<file path="src/rtl/llc_rst_flush_ctrl_pkg.sv">
// Shared types and constants for the LLC reset/flush sequencer.
// The widths here are the production LLC geometry. The sequencer itself is
// parameterised, so that it can also be built with a smaller geometry.
package llc_rst_flush_ctrl_pkg;

  localparam int LLC_SET_BITS = 10;
  localparam int LLC_SETS     = 1 << LLC_SET_BITS;
  localparam int LLC_WAYS     = 16;
  localparam int LLC_WAY_BITS = $clog2(LLC_WAYS);

  typedef logic [LLC_SET_BITS-1:0] llc_set_t;
  typedef logic [LLC_WAY_BITS-1:0] llc_way_t;

  typedef enum logic [2:0] {
    IDLE   = 3'd0,
    RST    = 3'd1,
    FL_RD  = 3'd2,
    FL_CAP = 3'd3,
    FL_WB  = 3'd4,
    FL_INV = 3'd5
  } llc_rst_flush_state_t;

endpackage

</file>
<file path="src/rtl/llc_rst_flush_ctrl_way_prienc.sv">
// Lowest-set-bit encoder over a per-way mask.
// It returns whether any bit is set and the index of the lowest set bit.
// An empty mask yields index 0.
module llc_way_prienc #(
  parameter int N = 16,
  parameter int W = $clog2(N)
) (
  input  logic [N-1:0] i_vec,
  output logic         o_found,
  output logic [W-1:0] o_idx
);

  // Scan from the top way down, so that the last hit is the lowest set bit.
  always_comb begin
    o_found = |i_vec;
    o_idx   = {W{1'b0}};
    for (int i = N - 1; i >= 0; i--) begin
      o_idx = i_vec[i] ? W'(i) : o_idx;
    end
  end

endmodule

</file>
<file path="src/rtl/llc_rst_flush_ctrl.sv">
// LLC reset/flush sequencer.
// It walks every set under control of the register block's set counter.
// Reset sweep: clears each set in one cycle.
// Flush sweep: reads a set, writes back its valid+dirty ways lowest-first,
// then invalidates the set if any of its ways was valid.
module llc_rst_flush_ctrl #(
  parameter int LLC_SET_BITS = 10,
  parameter int LLC_WAYS     = 16,
  parameter int LLC_WAY_BITS = $clog2(LLC_WAYS)
) (
  input  logic                    clk,
  input  logic                    rst,
  input  logic                    i_rst_state,
  input  logic                    i_rst_stall,
  input  logic                    i_flush_stall,
  input  logic [LLC_SET_BITS-1:0] i_rst_flush_stalled_set,
  input  logic [LLC_WAYS-1:0]     i_valid_vec,
  input  logic [LLC_WAYS-1:0]     i_dirty_vec,
  input  logic                    i_wb_ready,
  output logic                    o_clr_rst_stall,
  output logic                    o_clr_flush_stall,
  output logic                    o_incr_rst_flush_stalled_set,
  output logic                    o_clr_rst_flush_stalled_set,
  output logic                    o_rd_set_en,
  output logic [LLC_SET_BITS-1:0] o_rd_set,
  output logic                    o_wr_clr_set_en,
  output logic [LLC_SET_BITS-1:0] o_wr_set,
  output logic                    o_wb_valid,
  output logic [LLC_SET_BITS-1:0] o_wb_set,
  output logic [LLC_WAY_BITS-1:0] o_wb_way,
  output logic                    o_rst_done,
  output logic                    o_flush_done,
  output logic                    o_busy
);

  import llc_rst_flush_ctrl_pkg::*;

  llc_rst_flush_state_t    r_state;
  llc_rst_flush_state_t    w_state_nxt;
  logic [LLC_WAYS-1:0]     r_pend_mask;
  logic [LLC_WAYS-1:0]     r_vmask;
  logic [LLC_WAYS-1:0]     w_clr_bit;
  logic                    w_found;
  logic [LLC_WAY_BITS-1:0] w_way;
  logic                    w_last_set;
  logic                    w_wb_fire;

  // The register block owns the set counter, so every array port addresses it.
  assign o_rd_set = i_rst_flush_stalled_set;
  assign o_wr_set = i_rst_flush_stalled_set;
  assign o_wb_set = i_rst_flush_stalled_set;

  assign w_last_set = (i_rst_flush_stalled_set == {LLC_SET_BITS{1'b1}});
  assign w_clr_bit  = {{(LLC_WAYS-1){1'b0}}, 1'b1} << w_way;
  assign w_wb_fire  = (r_state == FL_WB) && w_found && i_wb_ready;

  llc_way_prienc #(
    .N (LLC_WAYS),
    .W (LLC_WAY_BITS)
  ) u_way_prienc (
    .i_vec   (r_pend_mask),
    .o_found (w_found),
    .o_idx   (w_way)
  );

  // State register. A synchronous restart returns the sequencer to IDLE.
  always_ff @(posedge clk or negedge rst) begin
    if (!rst) begin
      r_state <= IDLE;
    end else if (i_rst_state) begin
      r_state <= IDLE;
    end else begin
      r_state <= w_state_nxt;
    end
  end

  // Per-set masks.
  // The masks are captured one cycle after the read, which matches the array latency.
  // Each way that the writeback path accepts is removed from the pending mask.
  always_ff @(posedge clk or negedge rst) begin
    if (!rst) begin
      r_pend_mask <= {LLC_WAYS{1'b0}};
      r_vmask     <= {LLC_WAYS{1'b0}};
    end else if (i_rst_state) begin
      r_pend_mask <= {LLC_WAYS{1'b0}};
      r_vmask     <= {LLC_WAYS{1'b0}};
    end else if (r_state == FL_CAP) begin
      r_pend_mask <= i_valid_vec & i_dirty_vec;
      r_vmask     <= i_valid_vec;
    end else if (w_wb_fire) begin
      r_pend_mask <= r_pend_mask & ~w_clr_bit;
    end
  end

  // Next-state logic and output decode of the current state and the masks.
  always_comb begin
    w_state_nxt                  = r_state;
    o_clr_rst_stall              = 1'b0;
    o_clr_flush_stall            = 1'b0;
    o_incr_rst_flush_stalled_set = 1'b0;
    o_clr_rst_flush_stalled_set  = 1'b0;
    o_rd_set_en                  = 1'b0;
    o_wr_clr_set_en              = 1'b0;
    o_wb_valid                   = 1'b0;
    o_wb_way                     = {LLC_WAY_BITS{1'b0}};
    o_rst_done                   = 1'b0;
    o_flush_done                 = 1'b0;
    o_busy                       = (r_state != IDLE);
    case (r_state)
      IDLE: begin
        if (i_rst_stall) begin
          w_state_nxt = RST;
        end else if (i_flush_stall) begin
          w_state_nxt = FL_RD;
        end else begin
          w_state_nxt = IDLE;
        end
      end
      RST: begin
        o_wr_clr_set_en = 1'b1;
        if (w_last_set) begin
          o_clr_rst_stall             = 1'b1;
          o_clr_rst_flush_stalled_set = 1'b1;
          o_rst_done                  = 1'b1;
          w_state_nxt                 = IDLE;
        end else begin
          o_incr_rst_flush_stalled_set = 1'b1;
        end
      end
      FL_RD: begin
        o_rd_set_en = 1'b1;
        w_state_nxt = FL_CAP;
      end
      FL_CAP: begin
        w_state_nxt = FL_WB;
      end
      FL_WB: begin
        o_wb_valid = w_found;
        o_wb_way   = w_way;
        if (!w_found) begin
          w_state_nxt = FL_INV;
        end else begin
          w_state_nxt = FL_WB;
        end
      end
      FL_INV: begin
        o_wr_clr_set_en = |r_vmask;
        if (w_last_set) begin
          o_clr_flush_stall           = 1'b1;
          o_clr_rst_flush_stalled_set = 1'b1;
          o_flush_done                = 1'b1;
          w_state_nxt                 = IDLE;
        end else begin
          o_incr_rst_flush_stalled_set = 1'b1;
          w_state_nxt                  = FL_RD;
        end
      end
      default: begin
        w_state_nxt = IDLE;
      end
    endcase
  end

endmodule

</file>
<file path="config.mk">
export PLATFORM = sky130hd
export DESIGN_NAME = llc_rst_flush_ctrl
export DESIGN_NICKNAME = d
export VERILOG_FILES = /design/src/rtl/llc_rst_flush_ctrl_pkg.sv /design/src/rtl/llc_rst_flush_ctrl_way_prienc.sv /design/src/rtl/llc_rst_flush_ctrl.sv
export SDC_FILE = /design/constraint.sdc
export NUM_CORES = 1
export LEC_CHECK = 0
export BUFFER_PORTS_ARGS = -buffer_cell sky130_fd_sc_hd__buf_2
export CAP_MARGIN = 5
export CORE_MARGIN = 2
export CORE_UTILIZATION = 43
export DETAILED_ROUTE_END_ITERATION = 16
export PLACE_DENSITY = 0.76
export SETUP_SLACK_MARGIN = 0.15
export SYNTH_ARGS = -nofsm -noshare
export SYNTH_HDL_FRONTEND = slang
export SYNTH_SLANG_ARGS = --single-unit
</file>
<file path="constraint.sdc">
create_clock -name clk -period 1.85 [get_ports clk]
set_input_delay 0.0925 -clock clk [delete_from_list [all_inputs] [get_ports clk]]
set_output_delay 0.0925 -clock clk [all_outputs]
set_load 0.02 [all_outputs]
</file>
==> flow_summary.toml, run 1 <==
[synthesis]
seq_area_frac_synth_pct = 39.9
synth_fa_ha_area_share_pct = 0
ys_warn_count = 0
synth_top_family_by_area = "simple AND/OR/NAND/NOR gates"
synthCells = 269
netlist.area_leader.share_pct = 39.9
syn_area_mm2 = 0.00220
syn_area_per_cell_um2 = 8.16
ys_async_sr_fraction_pct = 100
yosys-top-cells-area = "dfrtp_1, buf_4, nand2_1, a21oi_1, nand3_1"
ys_types = 41
synth_xor_area_share_pct = 0
synth_mux_area_share_pct = 0
synth_compound_area_share_pct = 14.2
ys_seq_elements = 35
synth_flop_cell = "dfrtp_1"
yosys.area_share.simple_pct = 32.0
synthesis.nets = 317
synth_edf_count = 0
synth_top_area_cell = "dfrtp_1"

[placement]
pre_cts_slack_ns = -0.0111
place_hpwl_um = 4720
io_buffers = 91
dp.cells = 408
placed_cell_area_mm2 = 0.00265
gp_congestion = 0.975

[power_and_ir_drop]
p_sw_mw = 1.34
p_leak_nw = 1.49
combPwrFrac_pct = 57.1
swShare_pct = 39.7
fin_total_pwr_mw = 3.39
power_density_mw_per_mm2 = 1050
seqPwrFrac_pct = 26.7
clkPwrFrac_pct = 16.2
power.internal_mw = 2.04
ir_drop_v = 0.000535

[cells_and_area]
layout.cells.non_filler = 437
drive_gt1_share_pct = 51.0
syn2layout_area_growth_pct = 47.4
fillCellCount = 414
multi_input_area_mm2 = 0.00130
final_area_mm2 = 0.00324
layout.nets = 414
num_antenna_cells = 0
ff_latch_area_um2 = 881

[floorplanning]
start_util_pct = 43.8
die_y_um = 75.5
die_area_mm2 = 0.00569
ios = 92
floorplan.die.width_um = 75.5
rows = 26
design.core.area_mm2 = 0.00501

[outcome]
violations = "negative setup slack"
outcome = "finished with violations"

[sta]
fin_crit_sh_pct = 114
timing.final.max_slew_violations = 0
hold_violations = 0
max_freq_ghz = 0.474
relSlewSlack_pct = 47.3
worst_pin_slew_ns = 0.791
finalSetupViolCount = 18
min_period_ns = 2.11
timing.final.ws_setup_ns = -0.260
rsz0062_at_grt = "true"
skew_ns = 0.0120
timing.hold.ws_ns = 0.0500

[critical_path]
slowest_stage = "dfrtp_1"
cp.arrival_ns = 2.02
path_common_cell = "buf_4"
cp.required_ns = 1.76
worst_path_dominant_cell_family = "buffers and inverters"
worstPathMaxFanout = 4
worstSetupPathType = "reg2out"
startpoint = "r_pend_mask[6]"
r2r_cells = 8
critPathMaxStageDelay_ns = 0.40
crit_cells = 8
critPathLaunchType = "flip-flop"
crit_buf_inv = 5
timing.rr.start = "r_pend_mask[6]"
crit_chain = "buf_4 > buf_6 > nor4_4 > buf_4 > nand4_1 > buf_4 > and2_4 > buf_6"
crit_path_end_kind = "primary output"

[global_routing]
grt_pass1_vias = 2197
grt_usage_pct = 24.1
grt_max_degree = 36
grt_pass1_wl_um = 10400
antenna_found_initial = 0
grt_overflow = 0

[routing]
wl_per_cell_um = 16.8
ant_nets = 0
drt_iter0_drc = 119
remaining_drc_errors = 0
drt-vias-per-instance = 5.66
vias = 2474
drtPass1Iterations = 5
wirelength_um = 7330

[clock_tree]
cts_tree = "yes"
cts_num_sinks = 35
clk_latency_ns = 0.29
ctsLongestPathBuffers = 2
path_clk_slew_ns = 0.07
h-tree-depth = 2
cts_made_buffers = 5
cts_root_buf = "clkbuf_8"

[job]
drv_cap = 0

[worst_hold_path]
worstHoldStart = "i_valid_vec[0]"
whs_path_depth = 3
worstHoldPathType = "in2reg"
timing repair:
item	4_1_cts	5_1_grt
endpoints found under the setup margin	18	25
gates resized for setup	33	49
hold buffers	1	0
cloned	0	0
setup buffers	12	9
hold endpoints to repair	35	0
pin swaps	3	16
metrics by stage:
stage                     setup TNS [ns]  utilization (%)
after floorplan                        0                -
after CTS                         -0.487             59.5
after global routing               -3.34             64.6
final                              -2.34             64.6
after detailed placement         -0.0155             52.9
after global placement                 0             52.9
cells in the final DEF (no fill, tap or decap), drive strengths merged, types with 5 or more instances in the layout:
master / instances
nor3b: 6
a21oi: 26
dfrtp: 35
buf: 133
nand3: 15
and2: 5
nor2: 20
nor4: 10
o21ai: 7
nand2: 51
nor3: 5
clkbuf: 6
final timing paths:
path	end	slack (ns)
max in group asynchronous	r_pend_mask[7]	0.87
worst max register to register	r_pend_mask[14]	-0.21
worst max-delay path	o_wb_valid	-0.26
min in group asynchronous	r_pend_mask[13]	0.42
worst min register to register	r_vmask[5]	0.53
worst min-delay path	r_vmask[0]	0.05
flip-flops by register name, summed over array words and instances, names as in the netlist:
signal / flops
r_pend_mask: 16
r_vmask: 16
r_state: 3
kinds of logic (layout without fill, tap and decap cells):
kind of cell           Yosys count  count (layout)
AO/OA/AOI/OAI                   51              51
buffers and inverters           46             144
flip-flops                      35              35
AND/OR/NAND/NOR                137             137
final cells by class:
class | instances | share of cell area [%]
clock inverters | 2 | 0.387
multi-input cells | 188 | 40.1
inverters | 2 | 0.232
well taps | 70 | 2.71
repair buffers | 134 | 27.1
flip-flops and latches | 35 | 27.2
clock buffers | 6 | 2.24
synth_stat cells (4+ instances only):
| cell type | instances |
|---|---|
| clkbuf_1 | 8 |
| o21ai_0 | 7 |
| nor2_1 | 19 |
| nor3_1 | 5 |
| nand3_1 | 15 |
| nor3b_1 | 6 |
| a21oi_1 | 26 |
| nand4_1 | 4 |
| a31oi_1 | 4 |
| nor4_1 | 7 |
| o211ai_1 | 4 |
| nand2b_1 | 4 |
| dfrtp_1 | 35 |
| nand2_1 | 51 |
| buf_4 | 32 |
tightest hold or removal path: cells and delay by family:
family / cells / cell delay [ns]
buffers and inverters: 1 / 0.10
AND/OR/NAND/NOR: 1 / 0.05
AO/OA/AOI/OAI: 1 / 0.05
power by group through the flow:
| stage | combinational [mW] | sequential (mW) | clock [mW] |
|---|---|---|---|
| global route | 2.06 | 0.911 | 0.602 |
| floorplan | 0.761 | 0.897 | 0 |
| CTS | 1.59 | 0.883 | 0.551 |
| finish | 1.93 | 0.905 | 0.548 |
| detailed placement | 1.23 | 0.902 | 0 |
| global placement | 1.22 | 0.900 | 0 |
per-layer routing:
metal,global-route usage [%],routed length [um]
met2,41.3,3590
met4,7.41,260
met5,0,0
met1,31.0,2870
met3,4.76,613
Power figures use the tool's default switching activity.
==> run 2, diff against run 1 <==
ABC_AREA = 1   (was unset)
CORE_UTILIZATION = 45   (was 43)
PLACE_DENSITY = 0.77   (was 0.76)
==> flow_summary.toml, run 2 <==
[global_routing]
grt_overflow = 0
antenna_found_initial = 0
grt_pass1_vias = 2532
grt_max_degree = 36
grt_usage_pct = 24.4
grt_pass1_wl_um = 11800

[power_and_ir_drop]
ir_drop_v = 0.000510
p_leak_nw = 1.75
power_density_mw_per_mm2 = 920
fin_total_pwr_mw = 2.99

[synthesis]
synth_top_area_cell = "dfrtp_1"
synthMostInstantiatedCell = "nand2_1"
synth_flop_cell = "dfrtp_1"
ys_warn_count = 0
synthCells = 339
syn_area_mm2 = 0.00246
ys_seq_elements = 35
synth_common_cells = "nand2_1, inv_1, dfrtp_1"
synth_edf_count = 0
netlist.area_leader.share_pct = 35.6
ys_async_sr_fraction_pct = 100
ys_types = 33
synthesis.nets = 387
seq_area_frac_synth_pct = 35.6
syn_area_per_cell_um2 = 7.26
yosys-top-cells-area = "dfrtp_1, nand2_1, buf_4, inv_1, o21ai_0"

[routing]
drtPass1Iterations = 6
drt-vias-per-instance = 5.38
wirelength_um = 7540
remaining_drc_errors = 0
vias = 2702
drt_iter0_drc = 241
wl_per_cell_um = 15.0
ant_nets = 0

[critical_path]
crit_cells = 14
worst_path_dominant_cell_family = "simple AND/OR/NAND/NOR gates"
critPathLaunchType = "flip-flop"
timing.rr.start = "r_pend_mask[14]"
cp.arrival_ns = 2.24
rr_endpoint = "r_pend_mask[11]"
crit_path_end_kind = "flip-flop"
crit_chain = "inv_2 > buf_4 > nand2_2 > nand3_1 > nand3_1 > nand3_1 > nand3_1 > nand3_2 > a31oi_4 > nand4_1 > o21ai_1 > nand2_1 > nand2_1 > o21ai_2"
cp.required_ns = 2.04
critPathMaxStageDelay_ns = 0.37
slowest_stage = "dfrtp_1"
worstSetupPathType = "reg2reg"
r2r_cells = 14
r2r_slack_ns = -0.19
worstPathMaxFanout = 4
crit_buf_inv = 2
path_common_cell = "nand3_1"

[cells_and_area]
layout.cells.non_filler = 502
mostFrequentLayoutCell = "buf_2"
final_util_pct = 62.5
num_antenna_cells = 0
syn2layout_area_growth_pct = 32.2
layout.nets = 479
top_regs = "r_pend_mask (16), r_vmask (16), r_state (3)"
drive_gt1_share_pct = 42.4
final_cell_mix = "buf_2, nand2_1, inv_1"

[outcome]
outcome = "finished with violations"
violations = "negative setup slack"

[sta]
skew_ns = 0.00598
rsz0062_at_grt = "true"
fin_crit_sh_pct = 110
finalSetupViolCount = 18
timing.final.ws_setup_ns = -0.193
worst_pin_slew_ns = 0.786
max_freq_ghz = 0.490
timing.final.max_slew_violations = 0
min_period_ns = 2.04
timing.hold.ws_ns = 0.0395
relSlewSlack_pct = 47.6
hold_violations = 0

[placement]
place_hpwl_um = 5170
pre_cts_slack_ns = 0.00330
dp.cells = 474
io_buffers = 91
gp_congestion = 0.928

[clock_tree]
cts_made_buffers = 5
cts_root_buf = "clkbuf_8"
cts_num_sinks = 35
path_clk_slew_ns = 0.08
clk_latency_ns = 0.30
h-tree-depth = 2
ctsLongestPathBuffers = 2
cts_tree = "yes"

[worst_hold_path]
min_to = "r_vmask[10]"
worstHoldStart = "i_valid_vec[10]"
worstHoldPathType = "in2reg"
whs_path_depth = 3

[floorplanning]
design.core.area_mm2 = 0.00520
ios = 92
start_util_pct = 47.3
floorplan.die.width_um = 78.0
die_y_um = 78.0
die_area_mm2 = 0.00608
rows = 26

[job]
drv_cap = 0
==> run 2: changes by cell type after synthesis, sizes merged, moves of 5 or more <==
cell    previous run  this run
nor3b              6         0
and2               5         0
o21ai              7        34
nand3             15        24
inv                2        50
nand2             51        76
nor2              20        27
a21oi             26        20
nand4              4        13
clkbuf             8         3
nor4              10         4
==> run 2: cells by family (layout without fill, tap and decap cells) <==
logic type	Yosys count	after routing	synth area share (%)
flip-flops	35	35	35.6
buffers and inverters	92	185	20.0
AND/OR/NAND/NOR	151	151	30.1
AO/OA/AOI/OAI	61	61	14.2
==> run 2: metal layers <==
| metal | routed length, um | part of all wire (%) | vias to the layer above | GRT usage (%) |
|---|---|---|---|---|
| met5 | 0 | 0 | - | 0 |
| met4 | 358 | 4.7 | 0 | 13.3 |
| met3 | 711 | 9.4 | 46 | 3.95 |
| met2 | 3560 | 47 | 180 | 40.8 |
| met1 | 2900 | 39 | 1227 | 30.0 |
| li1 | - | - | 1249 | - |
==> run 2: worst max path at each step <==
| stage | to | start |
|---|---|---|
| after floorplan | r_pend_mask[3] | r_pend_mask[9] |
| after global placement | r_pend_mask[2] | r_pend_mask[1] |
| after detailed placement | r_pend_mask[5] | r_pend_mask[9] |
| after CTS | o_wb_way[0] | r_pend_mask[14] |
| after global routing | r_pend_mask[5] | r_pend_mask[14] |
| final | r_pend_mask[11] | r_pend_mask[14] |
==> run 2: timing repair <==
item	4_1_cts	5_1_grt
hold buffers	1	0
pin swaps	9	10
endpoints found under the setup margin	21	21
endpoints found under the hold margin	35	0
setup buffers	12	7
resized for setup	28	28
==> run 2: worst reg2reg max path, cell delays in order (launching register included) <==
cell	delay, ns
dfrtp_1	0.37
inv_2	0.05
buf_4	0.13
nand2_2	0.10
nand3_1	0.08
nand3_1	0.10
nand3_1	0.09
nand3_1	0.10
nand3_2	0.11
a31oi_4	0.20
nand4_1	0.22
o21ai_1	0.21
nand2_1	0.06
nand2_1	0.08
o21ai_2	0.05
==> run 2: power by group <==
group / internal [mW] / leakage, nW / switching [mW]
clock network: 0.401 / 0.0581 / 0.310
logic: 0.567 / 1.21 / 0.854
registers: 0.814 / 0.483 / 0.0451
==> run 2: stage by stage <==
stage,cell area (um2),TNS (ns)
2_1_floorplan,2460,0
3_3_place_gp,2820,0
3_5_place_dp,2820,0
4_1_cts,3100,-0.240
5_1_grt,3250,-4.94
6_report,3250,-2.17
==> run 2: final cells by class <==
class                           instances  area, um2
Multi-Input combinational cell        212       1210
Timing Repair Buffer                  125        756
Tap cell                               70       87.6
Sequential cell                        35        877
Clock buffer                            5       68.8
Fill cell                             469       1950
Inverter                               52        213
Clock inverter                          3       43.8
==> run 3, diff against run 2 <==
CORE_ASPECT_RATIO = 1.25   (was unset)
==> flow_summary.toml, run 3 (synthesis results as in run 2) <==
[global_routing]
grt_pass1_vias = 2602
grt_max_degree = 36
grt_overflow = 0
grt_pass1_wl_um = 11700
antenna_found_initial = 0
grt_usage_pct = 24.8

[placement]
dp.cells = 472
gp_congestion = 0.931
place_hpwl_um = 5200
io_buffers = 91

[critical_path]
crit_path_end_kind = "flip-flop"
cp.required_ns = 2.04
cp.arrival_ns = 2.26
timing.rr.start = "r_pend_mask[14]"
critPathMaxStageDelay_ns = 0.39
worstSetupPathType = "reg2reg"
worstPathMaxFanout = 3
r2r_slack_ns = -0.22
critPathLaunchType = "flip-flop"
slowest_stage = "dfrtp_1"
crit_chain = "inv_2 > nand2_1 > nand2_1 > nand2_1 > nand2_1 > nand2_1 > nand2_1 > nand2_1 > nand2_1 > nand2_1 > nand2_1 > nand2_1 > nand2_2 > nand2_4 > nand2_4 > buf_6 > nand4_1 > o21bai_1 > nand2_1 > nand2_1 > nand2_1"
startpoint = "r_pend_mask[14]"
path_common_cell = "nand2_1"

[routing]
remaining_drc_errors = 0
vias = 2729
wirelength_um = 7880
drtPass1Iterations = 5
wl_per_cell_um = 15.5
drt-vias-per-instance = 5.36
drt_iter0_drc = 161
ant_nets = 0

[cells_and_area]
fillCellCount = 448
layout.cells.non_filler = 509
num_antenna_cells = 0
final_cell_mix = "buf_2, nand2_1, buf_4"
layout.nets = 492
multi_input_area_mm2 = 0.00120
top_regs = "r_pend_mask (16), r_vmask (16), r_state (3)"
mostFrequentLayoutCell = "buf_2"
ff_latch_area_um2 = 878
syn2layout_area_growth_pct = 36.2
drive_gt1_share_pct = 45.4

[floorplanning]
floorplan.die.width_um = 70.1
die_y_um = 86.7
ios = 92
rows = 30
die_area_mm2 = 0.00608
design.core.area_mm2 = 0.00537
start_util_pct = 45.9

[sta]
fin_crit_sh_pct = 112
min_period_ns = 2.07
timing.final.ws_setup_ns = -0.217
finalSetupViolCount = 18
timing.hold.ws_ns = 0.0538
timing.final.max_slew_violations = 0
skew_ns = 0.00433
hold_violations = 0
max_freq_ghz = 0.484
relSlewSlack_pct = 45.8
rsz0062_at_grt = "true"
worst_pin_slew_ns = 0.813

[power_and_ir_drop]
fin_total_pwr_mw = 3.15
ir_drop_v = 0.000441
power_density_mw_per_mm2 = 941
p_leak_nw = 1.80

[clock_tree]
cts_tree = "yes"
h-tree-depth = 2
path_clk_slew_ns = 0.08
cts_num_sinks = 35
clk_latency_ns = 0.30
cts_root_buf = "clkbuf_8"
ctsLongestPathBuffers = 2
cts_made_buffers = 5

[job]
drv_cap = 0

[outcome]
outcome = "finished with violations"
violations = "negative setup slack"

[worst_hold_path]
worstHoldStart = "i_valid_vec[13]"
worstHoldPathType = "in2reg"
## run 3: final timing paths
kind / to / depth (start not counted)
worst max-delay path: r_pend_mask[5] / 21
worst min-delay path: r_vmask[13] / 3
worst max register to register: r_pend_mask[5] / 21
worst min register to register: r_vmask[14] / 2
max in group asynchronous: r_pend_mask[5] / 2
min in group asynchronous: r_pend_mask[13] / 2
## run 3: critical path, delay by kind of cell, from the launching register on
| kind | cells | cell delay (ns) |
|---|---|---|
| flops | 1 | 0.39 |
| compound gates | 1 | 0.22 |
| simple gates | 18 | 1.16 |
| buf+inv | 2 | 0.17 |
## run 3: power by group
group	internal [mW]	leakage, nW	switching [mW]	total [mW]
logic	0.658	1.25	0.899	1.56
clock network	0.436	0.0612	0.301	0.737
registers	0.815	0.481	0.0459	0.860
## run 3: area by class of cell
class	count	area share, %
repair inverters	1	0.224
multi-input cells	212	35.9
repair buffers	137	25.3
clock buffers	6	2.46
well taps	64	2.39
clock inverters	2	1.05
inverters	52	6.46
flip-flops and latches	35	26.2
## run 3: per-stage QoR
stage | setup WS (ns) | setup TNS, ns | area (um2) | util (%)
after floorplan | 0.0958 | 0 | 2460 | -
after global placement | -0.0251 | -0.0509 | 2840 | 52.9
after detailed placement | -0.0213 | -0.0522 | 2840 | 52.9
after CTS | -0.0706 | -0.200 | 3210 | 59.8
after global routing | -0.305 | -4.26 | 3350 | 62.4
final | -0.217 | -1.96 | 3350 | 62.4
## run 3: per-layer routing
metal / vias up / part of all wire [%] / wire length (um) / track usage [%]
met5: - / 0 / 0 / 0
met4: 0 / 4.9 / 383 / 15.4
met3: 42 / 8.9 / 702 / 5.81
met2: 161 / 51 / 3990 / 43.0
met1: 1254 / 36 / 2800 / 27.4
li1: 1272 / - / - / -
## run 3: what timing repair did
action,CTS,global route
pin swaps,19,14
gates resized for setup,37,24
hold buffers,1,0
endpoints found under the setup margin,20,21
cloned,1,0
endpoints found under the hold margin,35,0
buffers inserted,17,10
